### src/rtl/adc_capture_ctrl.sv
// adc_capture_ctrl: flushes AD9244 pipeline latency, decimates the sample stream and fills the sample RAM
module adc_capture_ctrl #(
    parameter int ND_ADC   = 14,
    parameter int NA_ADC   = 8,
    parameter int DEPTH    = 256,
    parameter int PIPE_LAT = 8,
    parameter int DIV_W    = 16
) (
    input  logic              clk,
    input  logic              rst,
    input  logic              i_start,
    input  logic              i_abort,
    input  logic [DIV_W-1:0]  i_decim,
    input  logic [ND_ADC-1:0] i_adc_data,
    input  logic              i_adc_otr,
    output logic [ND_ADC-1:0] o_ram_data,
    output logic [NA_ADC-1:0] o_ram_addr,
    output logic              o_ram_we,
    output logic              o_busy,
    output logic              o_done,
    output logic              o_otr_seen
);
    localparam int FW = $clog2(PIPE_LAT) + 1;
    localparam int AW = NA_ADC + 1;

    typedef enum logic [1:0] {S_IDLE, S_FLUSH, S_CAPT, S_DONE} state_t;

    state_t             r_state;
    state_t             w_next;
    logic [ND_ADC-1:0]  r_data_q;
    logic               r_otr_q;
    logic [DIV_W-1:0]   r_dec;
    logic [DIV_W-1:0]   r_div;
    logic [FW-1:0]      r_flush;
    logic [AW-1:0]      r_addr;
    logic [ND_ADC-1:0]  r_ram_data;
    logic [NA_ADC-1:0]  r_ram_addr;
    logic               r_ram_we;
    logic               r_otr_seen;
    logic               w_go;
    logic               w_kill;
    logic               w_wr;
    logic               w_last;

    assign w_go   = i_start && (r_state == S_IDLE || r_state == S_DONE);
    assign w_kill = i_abort && (r_state == S_FLUSH || r_state == S_CAPT);
    assign w_wr   = r_state == S_CAPT && r_div == '0 && !i_abort;
    assign w_last = w_wr && r_addr == AW'(DEPTH - 1);

    // state register
    always_ff @(posedge clk or posedge rst) begin
        if (rst) r_state <= S_IDLE;
        else     r_state <= w_next;
    end

    // next state: start beats abort outside a capture, abort beats everything inside one
    always_comb begin
        w_next = w_go ? S_FLUSH :
                 w_kill ? S_IDLE :
                 (r_state == S_FLUSH && r_flush == FW'(PIPE_LAT - 1)) ? S_CAPT :
                 w_last ? S_DONE : r_state;
    end

    // status outputs decoded from state so they track reset and transitions exactly
    always_comb begin
        o_busy = r_state == S_FLUSH || r_state == S_CAPT;
        o_done = r_state == S_DONE;
    end

    // ADC input stage, flush/decimation/address counters and the registered RAM write port
    always_ff @(posedge clk or posedge rst) begin
        if (rst) begin
            r_data_q   <= '0;
            r_otr_q    <= 1'b0;
            r_dec      <= '0;
            r_div      <= '0;
            r_flush    <= '0;
            r_addr     <= '0;
            r_ram_data <= '0;
            r_ram_addr <= '0;
            r_ram_we   <= 1'b0;
            r_otr_seen <= 1'b0;
        end else begin
            r_data_q <= i_adc_data;
            r_otr_q  <= i_adc_otr;
            r_ram_we <= w_wr;
            if (w_go) begin
                r_dec      <= i_decim;
                r_div      <= '0;
                r_flush    <= '0;
                r_addr     <= '0;
                r_otr_seen <= 1'b0;
            end else begin
                if (r_state == S_FLUSH) r_flush <= r_flush + 1'b1;
                if (r_state == S_CAPT) r_div <= (r_div == r_dec) ? '0 : r_div + 1'b1;
                if (w_wr) begin
                    r_addr     <= r_addr + 1'b1;
                    r_ram_addr <= r_addr[NA_ADC-1:0];
                    r_ram_data <= r_data_q;
                    r_otr_seen <= r_otr_seen | r_otr_q;
                end
            end
        end
    end

    assign o_ram_data = r_ram_data;
    assign o_ram_addr = r_ram_addr;
    assign o_ram_we   = r_ram_we;
    assign o_otr_seen = r_otr_seen;
endmodule
### config.mk
export PLATFORM = sky130hd
export DESIGN_NAME = adc_capture_ctrl
export DESIGN_NICKNAME = d
export VERILOG_FILES = /design/src/rtl/adc_capture_ctrl.sv
export SDC_FILE = /design/constraint.sdc
export NUM_CORES = 1
export LEC_CHECK = 0
export CORE_MARGIN = 5
export CORE_UTILIZATION = 58
export CTS_CLUSTER_DIAMETER = 50
export CTS_CLUSTER_SIZE = 30
export DETAILED_ROUTE_END_ITERATION = 8
export GPL_TIMING_DRIVEN = 0
export MAX_ROUTING_LAYER = met4
export PLACE_DENSITY = 0.85
export SYNTH_ARGS = -nofsm -noshare
export SYNTH_HDL_FRONTEND = slang
export SYNTH_SLANG_ARGS = --single-unit
### constraint.sdc
create_clock -name clk -period 6.37 [get_ports clk]
set_input_delay 0.637 -clock clk [delete_from_list [all_inputs] [get_ports clk]]
set_output_delay 0.637 -clock clk [all_outputs]
set_load 0.03 [all_outputs]
==> impl_results.md <==
* Ys async rst share at 100%
* Final ANT Viol Nets at 0
* Vias at 2,999
* Port-buffer cells at 60
* Total grt overflow at 0
* FF+latch count, synth at 86
* Drt wl/cell at 16.7 um
* Initial Util at 59.9%
* Top cells by area, synth: dfrtp_1, mux2_4, nand2_1, xnor2_1, ha_1
* Final hold violations at 0
* CP arrival at 1.93 ns
* Fin. max-slew vios at 0
* Final min period at 2.57 ns
* Peak supply drop at 0.194 mV
* I/O pins at 61
* CTS buffer count at 9
* CP most frequent cell: inv_1
* Achievable clock frequency at 0.389 GHz
* Die height at 93.8 um
* CTS H-tree lvls at 3
* Unique masters post-synth at 52
* HP Class: register to register
* Final Cycle Share at 40.4%
* Core area at 0.00679 mm2
* Largest net degree at the start of global routing at 57
* Synth Area per Inst at 11.4 um2
* Psw at 0.533 mW
* DRT iter0 DRCs at 223
* Sink Count at 86
* Routed wire length at 8860 um
* Ys Warns at 0
* Clk buf depth at 2
* Most frequent cells in the layout: dfrtp_1, nand2_1, clkdlybuf4s50_1
* Yosys top cell area share at 52.9%
* Final setup violation count at 0
* Post-CTS sizing at 0
* Crit. End Element: output port
* Initial antenna violation count at 0
* Register area share after synthesis at 52.9%
* Flop pwr share at 44.7%
* Worst skew pair latency at 0.36 ns
* Residual DRC at 0
* Clk pwr share at 25.2%
* Most common cell after layout, fill and taps aside: dfrtp_1
* Comb pwr share at 30.1%
* Clock transition at path regs at 0.09 ns
* Gate Count Post-Synth at 358
* Post-Syn Area at 0.00407 mm2
* Slew HR at 57.6%
* Critical path fanouts, max at 5
* First-pass GRT wire length at 14,500 um
* Critical Path Slowest Stage Cell: clkdlybuf4s50_1
* Slew @ Worst Pin at 0.636 ns
* Layout cells sized above 1 at 14.1%
* Tot GR Track Use at 21.8%
* GPL Wtd Cong at 0.927
* Slowest stage delay, CP at 0.67 ns
* Nets at 473
* Crit path required time at 5.73 ns
* Vias/cell at 5.66
* Cts hold-fix bufs at 0
* Die area at 0.00879 mm2
* Int Pwr at 1.06 mW
* Layout overhead on the synthesized area at 23.5%
* Status: complete, no violations
* Switching share of power at 33.4%
* # Post-CTS Setup Buffers at 0
* Area leader, netlist: dfrtp_1
* Leak Pwr at 2.17 nW
* Placed Cells at 515
* EDFF count, synth at 0
* Skew final at 0.0105 ns
* Critical-path cell list: inv_1, ha_1, inv_1, clkdlybuf4s50_1
* Clock tree from TritonCTS: built
* Mapped Nets at 401
* Final TNS setup at 0 ns
* Cell Count, Final, Fillers Out at 530
* WS Path Type: register to output port
* Vias in the first global route at 3,024
* Antenna cells at 0
* Final core utilization at 74.0%
* Chip Width at 93.8 um
* Root buffer cell: clkbuf_8
* DR pass1 iterations at 4
* DP Wirelength at 6260 um
* Crit path launch type: register
* Row count at 30
* Max_cap viols at 0
* PD cells at 318 mW/mm2
* Most used DFF post-synth: dfrtp_1
* RSZ-0062 raised after global routing: no
sequential cells by signal (all words and copies together), names as in the netlist:
name,flops
r_state,2
r_data_q,14
o_ram_we,1
r_addr,9
o_ram_addr,8
r_flush,4
o_otr_seen,1
r_dec,16
r_otr_q,1
o_ram_data,14
r_div,16
area by class of cell:
class | count | area (um2)
Inverter | 10 | 40.0
Tap cell | 96 | 120
Multi-Input combinational cell | 241 | 1760
Clock inverter | 4 | 55.1
Timing Repair Buffer | 61 | 628
Sequential cell | 86 | 2150
Fill cell | 479 | 1770
Clock buffer | 11 | 151
Buffer | 21 | 124
final timing paths:
path	start	endpoint	slack, ns	cells after the start
max reg2reg	r_state[0]	r_addr[3]	4.00	7
max in group asynchronous	rst	r_div[5]	5.15	3
max	r_state[0]	o_busy	3.80	4
min reg2reg	r_data_q[10]	o_ram_data[10]	0.48	1
min	r_data_q[10]	o_ram_data[10]	0.48	1
min in group asynchronous	rst	o_ram_data[2]	0.63	2
synth_stat cells (all sizes together), types with 3 or more instances:
master / count
clkbuf: 10
a21oi: 8
buf: 11
dfrtp: 86
nand2b: 4
mux2: 23
o31ai: 3
xor2: 3
or4: 3
inv: 10
nand3: 15
nor3: 3
a31oi: 3
nor4: 12
xnor2: 24
or3: 3
mux2i: 5
nand2: 63
nor2: 14
a211oi: 10
ha: 8
o21ai: 5
nand4: 14
critical path: cells and delay by family, from the launching register on:
family                   cells  cell delay [ns]
adder cells (fa/ha/maj)      1             0.35
buffers and inverters        3             0.83
flip-flops                   1             0.39
through the flow:
stage	hold slack [ns]	worst slack [ns]	instance area (um2)	total power [mW]
global route	0.497	3.73	5030	1.67
finish	0.482	3.80	5030	1.60
floorplan	0.454	3.51	4070	1.03
CTS	0.484	3.79	5030	1.60
global placement	0.456	2.31	4790	1.18
detailed placement	0.465	3.72	4820	1.20
kinds of logic (layout without fill, tap and decap cells):
kind of cell / count (synthesis) / after routing / synth area share, %
DFF: 86 / 86 / 52.9
xor gates and xnor gates: 27 / 27 / 5.81
and+or+nand+nor: 139 / 139 / 18.7
AOI/OAI and AO/OA: 39 / 39 / 6.70
adders and majority gates: 8 / 8 / 2.46
buffers and inverters: 31 / 107 / 3.97
muxes: 28 / 28 / 9.44
routing by layer:
layer | global-route usage [%] | vias to the layer above | wire length [um]
li1 | - | 1397 | -
met1 | 26.1 | 1470 | 3530
met2 | 35.7 | 116 | 4590
met3 | 5.93 | 16 | 568
met4 | 7.34 | 0 | 174
met5 | - | - | 0
power by group through the flow:
stage,combinational (mW),sequential [mW],clock [mW]
CTS,0.484,0.714,0.404
finish,0.481,0.714,0.402
detailed placement,0.481,0.723,0
global route,0.524,0.725,0.423
global placement,0.466,0.717,0
floorplan,0.263,0.772,0
Power figures use the tool's default switching activity.
